`src/rtl/page_done_ctrl_if.sv`:
```
// Bus bundle between the page-completion controller and its surrounding datapath.
// The slave side is the controller; the master side drives status and pulses.
interface page_done_ctrl_if #(
    parameter int unsigned NUM_PARSER = 6,
    parameter int unsigned NUM_RAM    = 16,
    parameter int unsigned PCNT_W     = 16
);
    logic                  i_start;
    logic                  i_tf_empty;
    logic [NUM_PARSER-1:0] i_ps_empty;
    logic [NUM_RAM-1:0]    i_ram_empty;
    logic                  i_page_input_finish;
    logic                  i_cl_finish;
    logic                  o_page_finish;
    logic                  o_busy;
    logic                  o_timeout_err;
    logic [PCNT_W-1:0]     o_pages_done;

    modport slave (
        input  i_start, i_tf_empty, i_ps_empty, i_ram_empty,
               i_page_input_finish, i_cl_finish,
        output o_page_finish, o_busy, o_timeout_err, o_pages_done
    );

    modport master (
        output i_start, i_tf_empty, i_ps_empty, i_ram_empty,
               i_page_input_finish, i_cl_finish,
        input  o_page_finish, o_busy, o_timeout_err, o_pages_done
    );
endinterface

```
`src/rtl/page_done_ctrl.sv`:
```
// Page-completion controller: raises page_finish once all page input is consumed and
// the token FIFO, parsers and history banks have stayed empty for a quiet window.
module page_done_ctrl #(
    parameter int unsigned NUM_PARSER   = 6,
    parameter int unsigned NUM_RAM      = 16,
    parameter int unsigned QUIET_CYCLES = 16,
    parameter int unsigned TIMEOUT_W    = 20,
    parameter int unsigned PCNT_W       = 16
) (
    input  logic              clk,
    input  logic              rst_n,
    page_done_ctrl_if.slave   bus
);

    localparam int unsigned QW = $clog2(QUIET_CYCLES + 1);
    localparam logic [QW-1:0] QUIET_LAST = QW'(QUIET_CYCLES - 1);
    localparam logic [QW-1:0] QUIET_MAX  = QW'(QUIET_CYCLES);

    typedef enum logic [2:0] {
        S_IDLE   = 3'd0,
        S_ACTIVE = 3'd1,
        S_DRAIN  = 3'd2,
        S_DONE   = 3'd3,
        S_WRAP   = 3'd4
    } state_t;

    state_t                r_state;
    logic                  r_all_empty_q;
    logic [QW-1:0]         r_quiet_cnt;
    logic [TIMEOUT_W-1:0]  r_wd_cnt;
    logic                  r_in_done;
    logic                  r_next_pend;
    logic                  r_page_finish;
    logic                  r_timeout_err;
    logic [PCNT_W-1:0]     r_pages_done;

    state_t                w_state_nxt;
    logic                  w_all_empty;
    logic [QW-1:0]         w_quiet_nxt;
    logic [TIMEOUT_W-1:0]  w_wd_nxt;
    logic                  w_in_done_nxt;
    logic                  w_next_pend_nxt;
    logic                  w_page_finish_nxt;
    logic                  w_timeout_err_nxt;
    logic [PCNT_W-1:0]     w_pages_done_nxt;

    assign w_all_empty = (&bus.i_ps_empty) & (&bus.i_ram_empty) & bus.i_tf_empty;

    // State and datapath registers
    always_ff @(posedge clk or negedge rst_n) begin
        if (!rst_n) begin
            r_state       <= S_IDLE;
            r_all_empty_q <= 1'b0;
            r_quiet_cnt   <= '0;
            r_wd_cnt      <= '0;
            r_in_done     <= 1'b0;
            r_next_pend   <= 1'b0;
            r_page_finish <= 1'b0;
            r_timeout_err <= 1'b0;
            r_pages_done  <= '0;
        end else begin
            r_state       <= w_state_nxt;
            r_all_empty_q <= w_all_empty;
            r_quiet_cnt   <= w_quiet_nxt;
            r_wd_cnt      <= w_wd_nxt;
            r_in_done     <= w_in_done_nxt;
            r_next_pend   <= w_next_pend_nxt;
            r_page_finish <= w_page_finish_nxt;
            r_timeout_err <= w_timeout_err_nxt;
            r_pages_done  <= w_pages_done_nxt;
        end
    end

    // Next-state and next-value logic
    always_comb begin
        w_state_nxt       = r_state;
        w_quiet_nxt       = r_quiet_cnt;
        w_wd_nxt          = r_wd_cnt;
        w_in_done_nxt     = r_in_done;
        w_next_pend_nxt   = r_next_pend;
        w_page_finish_nxt = r_page_finish;
        w_timeout_err_nxt = r_timeout_err;
        w_pages_done_nxt  = r_pages_done;

        case (r_state)
            S_IDLE: begin
                w_in_done_nxt   = r_next_pend | bus.i_page_input_finish;
                w_next_pend_nxt = 1'b0;
                if (bus.i_start) begin
                    w_timeout_err_nxt = 1'b0;
                end
                if (bus.i_start || !bus.i_tf_empty) begin
                    w_state_nxt = S_ACTIVE;
                end
            end

            S_ACTIVE: begin
                if (bus.i_page_input_finish) begin
                    w_in_done_nxt = 1'b1;
                end
                if (r_in_done && bus.i_tf_empty) begin
                    w_state_nxt = S_DRAIN;
                    w_quiet_nxt = '0;
                    w_wd_nxt    = '0;
                end
            end

            S_DRAIN: begin
                if (bus.i_page_input_finish) begin
                    w_in_done_nxt = 1'b1;
                end
                w_wd_nxt = r_wd_cnt + TIMEOUT_W'(1);
                if (r_all_empty_q) begin
                    w_quiet_nxt = (r_quiet_cnt == QUIET_MAX) ? r_quiet_cnt
                                                             : r_quiet_cnt + QW'(1);
                end else begin
                    w_quiet_nxt = '0;
                end
                // A genuine quiet window wins over a watchdog expiring on the same cycle
                if (r_all_empty_q && (r_quiet_cnt == QUIET_LAST)) begin
                    w_state_nxt       = S_DONE;
                    w_page_finish_nxt = 1'b1;
                end else if (&r_wd_cnt) begin
                    w_state_nxt       = S_DONE;
                    w_page_finish_nxt = 1'b1;
                    w_timeout_err_nxt = 1'b1;
                end
            end

            S_DONE: begin
                w_page_finish_nxt = 1'b1;
                if (bus.i_page_input_finish) begin
                    w_next_pend_nxt = 1'b1;
                end
                if (bus.i_cl_finish) begin
                    w_state_nxt       = S_WRAP;
                    w_page_finish_nxt = 1'b0;
                end else if (!r_all_empty_q && !r_timeout_err) begin
                    w_state_nxt       = S_DRAIN;
                    w_page_finish_nxt = 1'b0;
                    w_quiet_nxt       = '0;
                end
            end

            S_WRAP: begin
                w_pages_done_nxt = r_pages_done + PCNT_W'(1);
                w_in_done_nxt    = 1'b0;
                if (r_next_pend || bus.i_page_input_finish) begin
                    w_state_nxt     = S_ACTIVE;
                    w_in_done_nxt   = 1'b1;
                    w_next_pend_nxt = 1'b0;
                end else begin
                    w_state_nxt = S_IDLE;
                end
            end

            default: begin
                w_state_nxt       = S_IDLE;
                w_page_finish_nxt = 1'b0;
            end
        endcase
    end

    assign bus.o_page_finish = r_page_finish;
    assign bus.o_timeout_err = r_timeout_err;
    assign bus.o_pages_done  = r_pages_done;
    assign bus.o_busy        = (r_state != S_IDLE);

endmodule

```
`src/flat_wrapper.sv`:
```
// flat-port wrapper written by rule: the top's interface ports become plain ports
module page_done_ctrl_flat 
#(
    parameter int unsigned NUM_PARSER   = 6,
    parameter int unsigned NUM_RAM      = 16,
    parameter int unsigned QUIET_CYCLES = 16,
    parameter int unsigned TIMEOUT_W    = 20,
    parameter int unsigned PCNT_W       = 16
)
  (clk, rst_n, bus_i_start, bus_i_tf_empty, bus_i_ps_empty, bus_i_ram_empty, bus_i_page_input_finish, bus_i_cl_finish, bus_o_page_finish, bus_o_busy, bus_o_timeout_err, bus_o_pages_done);
  page_done_ctrl_if #(.NUM_PARSER(NUM_PARSER), .NUM_RAM(NUM_RAM), .PCNT_W(PCNT_W)) bus_i ();
  input  logic clk;
  input  logic rst_n;
  input wire logic [$bits(bus_i.i_start)-1:0] bus_i_start;
  input wire logic [$bits(bus_i.i_tf_empty)-1:0] bus_i_tf_empty;
  input wire logic [$bits(bus_i.i_ps_empty)-1:0] bus_i_ps_empty;
  input wire logic [$bits(bus_i.i_ram_empty)-1:0] bus_i_ram_empty;
  input wire logic [$bits(bus_i.i_page_input_finish)-1:0] bus_i_page_input_finish;
  input wire logic [$bits(bus_i.i_cl_finish)-1:0] bus_i_cl_finish;
  output wire logic [$bits(bus_i.o_page_finish)-1:0] bus_o_page_finish;
  output wire logic [$bits(bus_i.o_busy)-1:0] bus_o_busy;
  output wire logic [$bits(bus_i.o_timeout_err)-1:0] bus_o_timeout_err;
  output wire logic [$bits(bus_i.o_pages_done)-1:0] bus_o_pages_done;
  assign bus_i.i_start = bus_i_start;
  assign bus_i.i_tf_empty = bus_i_tf_empty;
  assign bus_i.i_ps_empty = bus_i_ps_empty;
  assign bus_i.i_ram_empty = bus_i_ram_empty;
  assign bus_i.i_page_input_finish = bus_i_page_input_finish;
  assign bus_i.i_cl_finish = bus_i_cl_finish;
  assign bus_o_page_finish = bus_i.o_page_finish;
  assign bus_o_busy = bus_i.o_busy;
  assign bus_o_timeout_err = bus_i.o_timeout_err;
  assign bus_o_pages_done = bus_i.o_pages_done;
  page_done_ctrl #(.NUM_PARSER(NUM_PARSER), .NUM_RAM(NUM_RAM), .QUIET_CYCLES(QUIET_CYCLES), .TIMEOUT_W(TIMEOUT_W), .PCNT_W(PCNT_W)) u_core (.clk(clk), .rst_n(rst_n), .bus(bus_i));
endmodule
```
`config.mk`:
```
export PLATFORM = sky130hd
export DESIGN_NAME = page_done_ctrl_flat
export DESIGN_NICKNAME = d
export VERILOG_FILES = /design/src/rtl/page_done_ctrl_if.sv /design/src/rtl/page_done_ctrl.sv /design/src/flat_wrapper.sv
export SDC_FILE = /design/constraint.sdc
export NUM_CORES = 1
export LEC_CHECK = 0
export CAP_MARGIN = 20
export CELL_PAD_IN_SITES_DETAIL_PLACEMENT = 0
export CELL_PAD_IN_SITES_GLOBAL_PLACEMENT = 1
export CORE_ASPECT_RATIO = 1.75
export CORE_MARGIN = 5
export CORE_UTILIZATION = 43
export DETAILED_ROUTE_END_ITERATION = 8
export PLACE_DENSITY = 0.92
export SLEW_MARGIN = 20
export SYNTH_ARGS = -nofsm -noshare
export SYNTH_HDL_FRONTEND = slang
export SYNTH_SLANG_ARGS = --single-unit
```
`constraint.sdc`:
```
create_clock -name clk -period 2.9 [get_ports clk]
set_input_delay 0.29 -clock clk [delete_from_list [all_inputs] [get_ports clk]]
set_output_delay 0.29 -clock clk [all_outputs]
set_load 0.01 [all_outputs]
```
======== Yosys cells after proc, flatten, opt, wreduce, memory -nomap -nowiden ========
Index checks and enable logic that the tools add are counted.
word-level totals
  logic and storage cells ................. 91
  output and inout bits ................... 19
  input bits .............................. 28
  flip-flop bits (word level) ............. 49
operators by class
  add/subtract/negate cells ............... 3
  reduce and logical (&&, ||, !) cells .... 27
  equal/unequal tests ..................... 19
  bitwise gates (word level) .............. 4
  mux-type cells .......................... 29
operator list
  cell                   number
  $pmux 20 s2            1
  $mux 5                 5
  $add 20x1->20 const B  1
  $mux 20                1
  $reduce_and 20->1      1
  $mux 3                 6
  $add 16x1->16 const B  1
  $reduce_and 16->1      1
  $pmux 3 s5             1
  $pmux 5 s3             1
  $ne 2x1->1 const B     6
  $reduce_bool 3->1      4
  $mux 1                 10
  $pmux 1 s3             3
  $ne 2x2->1 const B     4
  $reduce_and 4->1       2
  $eq 3x2->1 const B     2
  $reduce_and 2->1       3
  $reduce_and 6->1       1
  $add 5x1->5 const B    1
  $eq 5x4->1 const B     1
  $eq 5x5->1 const B     1
  $reduce_and 5->1       1
  $reduce_bool 2->1      2
  other kinds (16)       22

======== Depth between registers and ports, before layout ========
Gate-level depths: netlist of run 1.
  word-level depth ........................ 5
  mapped depth ............................ 7
  gate-level depth less buffers ........... 7

======== Worst setup path before layout of run 1 ========
OpenSTA, ideal clock, no wires.
  path type ............................... register -> register
  start ................................... register u_core.r_quiet_cnt[0]
  end ..................................... register u_core.r_quiet_cnt[4]
  setup slack ............................. 1.075 ns
  period minus slack after synthesis ...... 1.825 ns
  arrival time ............................ 1.699 ns
  data required time ...................... 2.775 ns
  path buffers ............................ 1
  stages on the path, launching flop included .. 8
  cell sequence ........................... dfrtp_1 > inv_1 > ha_1 > or4bb_1 > o22ai_1 > or3_1 > buf_6 > mux2_4
between the ends
  word-level cells in the longest chain between the ends .. 4
  elaborated cells on any way between the ends .. 7
  those cells by class .................... 1 x add/sub; 2 x eq/ne; 3 x mux; 1 x reduce/logical
RTL lines
  item                    line                   RTL
  from (decl)             page_done_ctrl.sv:29   logic [QW-1:0] r_quiet_cnt;
  from (signal assigned)  page_done_ctrl.sv:64   r_quiet_cnt <= w_quiet_nxt;
  $add 5x1->5             page_done_ctrl.sv:115  : r_quiet_cnt + QW'(1);
  $mux 5                  page_done_ctrl.sv:114  w_quiet_nxt = (r_quiet_cnt == QUIET_MAX) ? r_quiet_cnt
  $mux 5                  page_done_ctrl.sv:113  if (r_all_empty_q) begin
  $pmux 5 s3              page_done_ctrl.sv:85   case (r_state)
Parallel ways exist; a longest one is shown, timed or not. The select of a mux whose other input is x is not followed.
A chain may end at the register's enable or synchronous reset.

======== Worst setup path after layout of run 1 ========
  start ................................... register u_core.r_state[2]
  end ..................................... output port bus_o_busy
between the ends
  word-level cells in the longest chain between the ends .. 1
RTL lines
  item                    line                   RTL
  from (decl)             page_done_ctrl.sv:27   state_t r_state;
  from (signal assigned)  page_done_ctrl.sv:62   r_state <= w_state_nxt;
  $reduce_bool 3->1       page_done_ctrl.sv:167  assign bus.o_busy = (r_state != S_IDLE);
  to (decl)               flat_wrapper.sv:21     output wire logic [$bits(bus_i.o_busy)-1:0] bus_o_busy;
Every way passes these cells.

==> flow_metrics.tcl, run 1 <==
set metrics [dict create \
    via_count 2181 \
    synth_cell_type_count 48 \
    end_kind "primary output" \
    antenna_found_initial 0 \
    dieArea_um2 7770 \
    grtUsageTotal_pct 16.3 \
    regArea_um2 1230 \
    ant_nets 0 \
    cp.required_ns 2.61 \
    ir_drop_v 0.000358 \
    die-height_um 113 \
    rsz0062_at_grt "false" \
    violations "hold timing" \
    die_w_um 68.8 \
    dp_cells 383 \
    drv_slew 0 \
    cts_tree "yes" \
    yosys_warnings 0 \
    synth_commonest_cells "dfrtp_1, nand2_1, nand3_1" \
    max_freq_ghz 0.489 \
    critPathKind "flop to primary output" \
    firstDrtPassIters 4 \
    yosysMostFrequentCell "dfrtp_1" \
    final.setup.tns_ns 0 \
    clk_pin_slew_worst_paths_ns 0.08 \
    via_per_inst 5.58 \
    synth_edf_count 0 \
    num-nets-final 345 \
    synth_largest_area_cell "dfrtp_1" \
    async_reset_ff_share_pct 100 \
    clockRootBuffer "clkbuf_8" \
    final_area_um2 3220 \
    synth_flop_cell "dfrtp_1" \
    arrival_ns 1.76 \
    drv_cap 0 \
    htreeDepth 2 \
    num_io_pins 47 \
    grt_max_degree 50 \
    cts_resized 0 \
    synthSimpleGateAreaFrac_pct 25.7 \
    yosysTopAreaCellShare_pct 47.1 \
    synthAdderAreaFrac_pct 2.41 \
    drive_above_1_share_pct 6.39 \
    critPathMaxStageDelay_ns 0.58 \
    initial_utilization_pct 44.2 \
    stdcell_count 391 \
    finClkSkew_ns 0.00502 \
    crit_family "flip-flops" \
    place_area_um2 3110 \
    path_cells "nor3_1 -> inv_1 -> clkdlybuf4s50_1" \
    synth_mux_area_share_pct 5.29 \
    rows 37 \
    postCtsHoldBufs 0 \
    ctsLongestPathBuffers 2 \
    port_buffers 46 \
    hold_viol_final 5 \
    tightest_slew_ns 0.649 \
    synth-seq-area-share_pct 47.1 \
    timing.hold.ws_ns -0.00343 \
    syn_avg_cell_area_um2 9.78 \
    finalSetupViolCount 0 \
    drt_iter0_drc 75 \
    clkLatencyLatePin_ns 0.30 \
    syn_nets 299 \
    synthCells 266 \
    n_fill_cell 553 \
    synth-compound-area-share_pct 10.6 \
    power_mw 1.93 \
    syn_area_um2 2600 \
    grt_pass1_vias 2211 \
    multi_input_area_um2 1290 \
    cts_setup_buffers 0 \
    power_leakage_nw 1.39 \
    gr-total-overflow 0 \
    grt_pass1_wl_mm 9.83 \
    routabilityCongestion 0.855 \
    numCtsBuffers 5 \
    synth_xor_area_share_pct 5.72 \
    area_delta_synth_final_pct 23.7 \
    drc 0 \
    status "complete, but fails checks" \
    fin_crit_sh_pct 70.5 \
    crit_fanout 17 \
    crit_path_start_kind "flop" \
    finalCriticalPeriod_ns 2.05 \
    hold_class "input port to asynchronous set/reset pin" \
    power_density_nw_per_um2 601 \
    synth_seq_cells 49 \
    wirelength_mm 5.76 \
    slew_headroom_pct 56.4 \
    cts_sinks 49 \
    post-dp-hpwl_mm 4.30 \
    yosys-top-cells-area "dfrtp_1, nand3_1, nand2_1, mux2i_1, xnor2_1" \
    num_antenna_cells 0 \
    synth_top_family_by_area "simple AND/OR/NAND/NOR gates" \
    core_area_um2 5880 \
    post_drt_wl_per_cell_um 14.7 \
    slowest_stage "dfrtp_1" \
    cp_num_buf_inv 2 \
]
where the power goes:
group	leakage (nW)	switching (mW)	internal [mW]	total, mW
sequential	0.667	0.155	0.765	0.921
combinational	0.673	0.295	0.277	0.572
clock	0.0542	0.225	0.216	0.441
total	1.39	0.675	1.26	1.93
state kept, by name (all words and copies together) (netlist names):
register / flops
u_core.r_next_pend: 1
u_core.bus.o_page_finish: 1
u_core.r_in_done: 1
u_core.bus.o_pages_done: 16
u_core.r_all_empty_q: 1
u_core.r_wd_cnt: 20
u_core.bus.o_timeout_err: 1
u_core.r_quiet_cnt: 5
u_core.r_state: 3
kinds of logic (layout without fill, tap and decap cells):
group,after synthesis,in the layout
flops,49,49
mux,13,13
simple gates,120,120
fa+ha+maj,5,5
buf+inv,17,64
compound gates,45,45
xor+xnor,17,17
worst paths after layout:
check                                             from                          end  slack, ns  depth (start not counted)
max in group asynchronous                        rst_n           u_core.r_wd_cnt[5]       2.48                          1
max                                  u_core.r_state[2]                   bus_o_busy       0.85                          3
max reg2reg                      u_core.r_quiet_cnt[0]        u_core.r_quiet_cnt[4]       0.89                          6
min reg2reg                u_core.bus.o_pages_done[15]  u_core.bus.o_pages_done[15]       0.47                          1
min in group clk           u_core.bus.o_pages_done[15]  u_core.bus.o_pages_done[15]       0.47                          1
min                                              rst_n  u_core.bus.o_pages_done[10]     -0.003                          1
cell usage in the layout, fill, tap and decap left out, types with 3 or more instances in the layout:
| cell type | Yosys | routed |
|---|---|---|
| clkdlybuf4s50_1 | 0 | 45 |
| nor4_1 | 3 | 3 |
| and4_1 | 4 | 4 |
| nand4_1 | 13 | 13 |
| o21ai_0 | 18 | 18 |
| nand2_1 | 29 | 29 |
| and2_1 | 3 | 3 |
| xnor2_1 | 11 | 11 |
| nand3_1 | 22 | 22 |
| inv_1 | 9 | 9 |
| a31oi_1 | 6 | 6 |
| nor2_1 | 12 | 12 |
| a21oi_1 | 8 | 8 |
| xor2_1 | 6 | 6 |
| dfrtp_1 | 49 | 49 |
| and3_1 | 9 | 9 |
| mux2i_1 | 10 | 10 |
| nor3_1 | 10 | 10 |
| clkbuf_8 | 0 | 7 |
| ha_1 | 5 | 5 |
final cells by class:
cell class / count / share of cell area, %
Timing Repair Buffer: 47 / 14.5
Clock inverter: 1 / 0.156
Tap cell: 78 / 3.03
Inverter: 9 / 1.05
Clock buffer: 7 / 2.99
Sequential cell: 49 / 38.1
Multi-Input combinational cell: 200 / 40.2
through the flow:
step	worst slack, ns	util [%]
floorplan	1.08	-
global placement	0.771	52.9
detailed placement	0.750	52.9
CTS	0.816	54.7
global route	0.676	54.7
finish	0.854	54.7
routing by layer:
layer	vias up	GRT usage, %	share of wire [%]	wire, um
met1	1065	18.3	40	2310
li1	1060	-	-	-
met5	-	0	0	0
met4	0	6.12	1.5	86
met3	8	3.18	4.1	238
met2	48	29.4	54	3130
Note: power is estimated with default switching activity, not from simulation.
==> run 2, diff against run 1 <==
--- a/config.mk
+++ b/config.mk
@@ -10,9 +10,9 @@
 export CELL_PAD_IN_SITES_GLOBAL_PLACEMENT = 1
 export CORE_ASPECT_RATIO = 1.75
 export CORE_MARGIN = 5
-export CORE_UTILIZATION = 43
+export CORE_UTILIZATION = 40
 export DETAILED_ROUTE_END_ITERATION = 8
-export PLACE_DENSITY = 0.92
+export PLACE_DENSITY = 0.87
 export SLEW_MARGIN = 20
 export SYNTH_ARGS = -nofsm -noshare
 export SYNTH_HDL_FRONTEND = slang
==> constraint.sdc (replaced) <==
create_clock -name clk -period 1.95 [get_ports clk]
set_input_delay 0.195 -clock clk [delete_from_list [all_inputs] [get_ports clk]]
set_output_delay 0.195 -clock clk [all_outputs]
set_load 0.01 [all_outputs]
==> run 2 against run 1 <==
  * The run now ends clean
  * Via count rose by 1.7%
  * Critical endpoint is now u_core.r_quiet_cnt[4]
  * Wire length is 1.8% higher
  * First-iteration DRC count grew 71%
  * Largest power group unchanged
  * Setup slack got worse by 0.81 ns
==> flow_metrics.tcl, run 2 (synthesized netlist as in run 1, its figures left out) <==
set metrics [dict create \
    crit_path_start_kind "flop" \
    top_register "u_core.r_wd_cnt" \
    arrival_ns 2.08 \
    port_buffers 46 \
    final.setup.tns_ns 0 \
    wirelength_mm 5.86 \
    clockRootBuffer "clkbuf_16" \
    path_cells "inv_2 -> ha_1 -> or4bb_1 -> o22ai_2 -> or3_4 -> mux2_4" \
    numCtsBuffers 5 \
    clkLatencyLatePin_ns 0.29 \
    timing.hold.ws_ns 0.00601 \
    drive_above_1_share_pct 11.3 \
    grt_max_degree 50 \
    hold_class "input port to asynchronous set/reset pin" \
    crit_family "simple AND/OR/NAND/NOR gates" \
    n_fill_cell 617 \
    crit_fanout 4 \
    firstDrtPassIters 4 \
    final_cell_mix "dfrtp_1, clkdlybuf4s50_1, nand2_1" \
    routabilityCongestion 0.813 \
    finalSetupViolCount 0 \
    initial_utilization_pct 40.4 \
    cp_num_buf_inv 1 \
    final_area_um2 3420 \
    power_density_nw_per_um2 989 \
    finClkSkew_ns 0.00531 \
    grt_pass1_vias 2247 \
    slew_headroom_pct 58.1 \
    dieArea_um2 8280 \
    cp.required_ns 2.13 \
    slowest_stage "or4bb_1" \
    end_kind "flop" \
    num_antenna_cells 0 \
    multi_input_area_um2 1310 \
    grt_pass1_wl_mm 10.0 \
    drt_iter0_drc 128 \
    area_delta_synth_final_pct 31.6 \
    fin_util_pct 53.2 \
    critPathMaxStageDelay_ns 0.52 \
    grtUsageTotal_pct 15.2 \
    critPathKind "flop to flop" \
    htreeDepth 2 \
    tightest_slew_ns 0.629 \
    gr-total-overflow 0 \
    num-nets-final 359 \
    finalCriticalPeriod_ns 1.91 \
    final_common_cell "dfrtp_1" \
    power_mw 3.39 \
    num_io_pins 47 \
    largest_reg_flops 20 \
    die-height_um 117 \
    postCtsHoldBufs 0 \
    regArea_um2 1230 \
    fin_crit_sh_pct 97.7 \
    drv_slew 0 \
    drv_cap 0 \
    hold_viol_final 0 \
    antenna_found_initial 0 \
    status "completed" \
    core_area_um2 6440 \
    ant_nets 0 \
    clk_pin_slew_worst_paths_ns 0.06 \
    die_w_um 71.0 \
    via_count 2217 \
    power_leakage_nw 1.50 \
    ctsLongestPathBuffers 2 \
    rows 39 \
    place_area_um2 3230 \
    post_drt_wl_per_cell_um 14.3 \
    ir_drop_v 0.000620 \
    cts_tree "yes" \
    post-dp-hpwl_mm 4.43 \
    cts_sinks 49 \
    via_per_inst 5.42 \
    drc 0 \
    max_freq_ghz 0.525 \
]
==> run 2: power breakdown <==
| part | internal (mW) | total [mW] | switching, mW |
|---|---|---|---|
| logic | 0.540 | 1.04 | 0.498 |
| registers | 1.14 | 1.34 | 0.200 |
| clock network | 0.641 | 1.01 | 0.367 |
==> run 2: worst reg2reg max path: cells and delay by family (launching register included) <==
family	cells	cell delay, ns
multiplexers	1	0.30
AND/OR/NAND/NOR	2	0.71
adder cells (fa/ha/maj)	1	0.13
AO/OA/AOI/OAI	1	0.18
flip-flops	1	0.41
buffers and inverters	1	0.08
==> run 2: area by class of cell <==
class | instances | share of cell area [%]
clock buffer | 7 | 4.17
clock inverter | 1 | 0.877
inverter | 9 | 0.986
multi-input combinational | 200 | 38.2
sequential | 49 | 35.8
tap | 82 | 3.00
timing repair buffer | 61 | 17.0
==> run 2: worst paths after layout <==
| path | startpoint | end | slack (ns) | depth (start not counted) |
|---|---|---|---|---|
| worst max register to register | u_core.r_quiet_cnt[0] | u_core.r_quiet_cnt[4] | 0.04 | 6 |
| worst max-delay path | u_core.r_quiet_cnt[0] | u_core.r_quiet_cnt[4] | 0.04 | 6 |
| worst min register to register | u_core.bus.o_pages_done[15] | u_core.bus.o_pages_done[15] | 0.46 | 1 |
| worst min-delay path | rst_n | u_core.bus.o_pages_done[0] | 0.006 | 2 |
| min in group clk | bus_i_ps_empty[3] | u_core.r_all_empty_q | 0.44 | 3 |
| max in group asynchronous | rst_n | u_core.r_state[1] | 1.52 | 2 |
==> run 2: timing repair <==
item	CTS	global route
setup buffers	0	1
setup endpoints to repair	1	4
gates resized for setup	1	3
pin swaps	0	2
==> run 2: metal layers <==
metal	vias up	track usage (%)	part of all wire, %
met5	-	0	0
li1	1089	-	-
met2	45	29.1	55
met1	1077	15.5	40
met4	0	7.78	2.0
met3	6	2.76	3.8
==> run 2: stage by stage <==
step	cells	worst slack, ns
floorplan	266	0.125
global placement	400	0.0755
detailed placement	400	0.0125
CTS	408	0.0373
global route	409	-0.0310
finish	409	0.0447
==> run 3, diff against run 2 <==
--- a/config.mk
+++ b/config.mk
@@ -12,7 +12,7 @@
 export CORE_MARGIN = 5
 export CORE_UTILIZATION = 40
 export DETAILED_ROUTE_END_ITERATION = 8
-export PLACE_DENSITY = 0.87
+export PLACE_DENSITY_LB_ADDON = 0.1
 export SLEW_MARGIN = 20
 export SYNTH_ARGS = -nofsm -noshare
 export SYNTH_HDL_FRONTEND = slang
==> run 3 against run 2 <==
  * Clock power rose by 9.9%
  * Highest routed layer unchanged
  * The flow now finishes with violations (hold timing)
  * Setup slack improved by 0.035 ns
  * Sequential share of layout area fell by 0.34 points
  * First-iteration DRC count fell by 23%
  * Die area did not move
==> flow_metrics.tcl, run 3 (synthesized netlist as in run 1, its figures left out) <==
set metrics [dict create \
    num_antenna_cells 0 \
    ctsLongestPathBuffers 2 \
    num_io_pins 47 \
    power_density_nw_per_um2 1020 \
    clkLatencyLatePin_ns 0.29 \
    crit_fanout 3 \
    firstDrtPassIters 4 \
    critPathLaunch "u_core.r_quiet_cnt[0]" \
    max_freq_ghz 0.535 \
    port_buffers 46 \
    clk_pin_slew_worst_paths_ns 0.07 \
    cp.depth 6 \
    r2r-end "u_core.r_quiet_cnt[4]" \
    arrival_ns 2.04 \
    reg2reg_from "u_core.r_quiet_cnt[0]" \
    dieArea_um2 8280 \
    drv_slew 0 \
    cts_resized 0 \
    tightest_slew_ns 0.634 \
    cp.required_ns 2.12 \
    area_delta_synth_final_pct 32.9 \
    cp-endpoint "u_core.r_quiet_cnt[4]" \
    final_common_cell "dfrtp_1" \
    r2r_cells 6 \
    end_kind "flop" \
    gr-total-overflow 0 \
    power_leakage_nw 1.52 \
    slowest_stage "or4bb_1" \
    num-nets-final 361 \
    initial_utilization_pct 40.4 \
    timing.hold.ws_ns -0.00938 \
    cts_sinks 49 \
    die_w_um 71.0 \
    crit_family "simple AND/OR/NAND/NOR gates" \
    via_count 2228 \
    ir_drop_v 0.000746 \
    regToRegSetupSlack_ns 0.08 \
    place_area_um2 3250 \
    ant_nets 0 \
    hold_class "input port to asynchronous set/reset pin" \
    grtUsageTotal_pct 15.9 \
    die-height_um 117 \
    dp_worst_setup_slack_ns 0.0475 \
    antenna_found_initial 0 \
    cp_num_buf_inv 1 \
    grt_pass1_wl_mm 10.3 \
    path_cells "inv_1 -> ha_1 -> or4bb_1 -> o22ai_2 -> or3_4 -> mux2_4" \
    numCtsBuffers 5 \
    finalSetupViolCount 0 \
    post-dp-hpwl_mm 4.59 \
    drv_cap 0 \
    cts_tree "yes" \
    crit_path_start_kind "flop" \
    finalCriticalPeriod_ns 1.87 \
    wirelength_mm 6.09 \
    final.setup.tns_ns 0 \
    fin_util_pct 53.7 \
    htreeDepth 2 \
    postCtsHoldBufs 0 \
    finClkSkew_ns 0.00521 \
    final_cell_mix "dfrtp_1, clkdlybuf4s50_1, nand2_1" \
    via_per_inst 5.42 \
    hold_viol_final 5 \
    slew_headroom_pct 57.8 \
    drt_iter0_drc 99 \
    final_area_um2 3460 \
    clockRootBuffer "clkbuf_16" \
    grt_pass1_vias 2231 \
    drive_above_1_share_pct 11.9 \
    worst_slack_ns 0.0798 \
    critPathMaxStageDelay_ns 0.52 \
    critPathKind "flop to flop" \
    top_register "u_core.r_wd_cnt" \
    routabilityCongestion 0.814 \
    rsz0062_at_grt "false" \
    n_fill_cell 631 \
    status "complete, but fails checks" \
    violations "hold timing" \
    rows 39 \
    post_drt_wl_per_cell_um 14.8 \
    fin_crit_sh_pct 95.9 \
    largest_reg_flops 20 \
    drc 0 \
    cts_setup_buffers 0 \
    core_area_um2 6440 \
    grt_max_degree 50 \
]
run 3: metal layers:
metal / vias to the layer above / GRT usage, % / wire (um)
li1: 1093 / - / -
met1: 1069 / 16.8 / 2400
met2: 52 / 29.6 / 3260
met3: 14 / 3.01 / 258
met4: 0 / 7.90 / 177
met5: - / 0 / 0
run 3: worst reg2reg max path, cell delays in order, from the launching register on:
cell,delay (ns)
dfrtp_1,0.40
inv_1,0.10
ha_1,0.14
or4bb_1,0.52
o22ai_2,0.14
or3_4,0.17
mux2_4,0.29
run 3: worst min-delay path by stage:
stage | endpoint | startpoint | slack [ns] | cells after the start
finish | u_core.bus.o_pages_done[8] | rst_n | -0.009 | 2
global route | u_core.bus.o_pages_done[10] | rst_n | 0.08 | 2
CTS | u_core.bus.o_pages_done[10] | rst_n | 0.04 | 2
detailed placement | u_core.bus.o_pages_done[10] | rst_n | 0.35 | 2
global placement | u_core.bus.o_pages_done[8] | rst_n | 0.35 | 2
floorplan | u_core.bus.o_page_finish | rst_n | -0.10 | 0
run 3: report_power, final:
part / internal [mW] / total, mW / leakage, nW / switching [mW]
clock: 0.733 / 1.11 / 0.0938 / 0.378
sequential: 1.14 / 1.33 / 0.667 / 0.191
combinational: 0.550 / 1.07 / 0.757 / 0.520
total: 2.42 / 3.51 / 1.52 / 1.09
run 3: layout make-up:
cell class	instances	area, um2	share of cell area, %
clock buffers	5	125	3.62
clock inverters	3	65.1	1.88
inverters	9	33.8	0.977
multi-input cells	200	1310	37.9
flip-flops and latches	49	1230	35.5
well taps	82	103	2.97
repair buffers	63	596	17.2
run 3: per-stage QoR:
step | hold slack, ns | total power [mW] | instances
after floorplan | -0.101 | 1.94 | 266
after global placement | 0.345 | 2.40 | 403
after detailed placement | 0.351 | 2.41 | 403
after CTS | 0.0396 | 3.54 | 411
after global routing | 0.0768 | 3.74 | 411
final | -0.00938 | 3.51 | 411
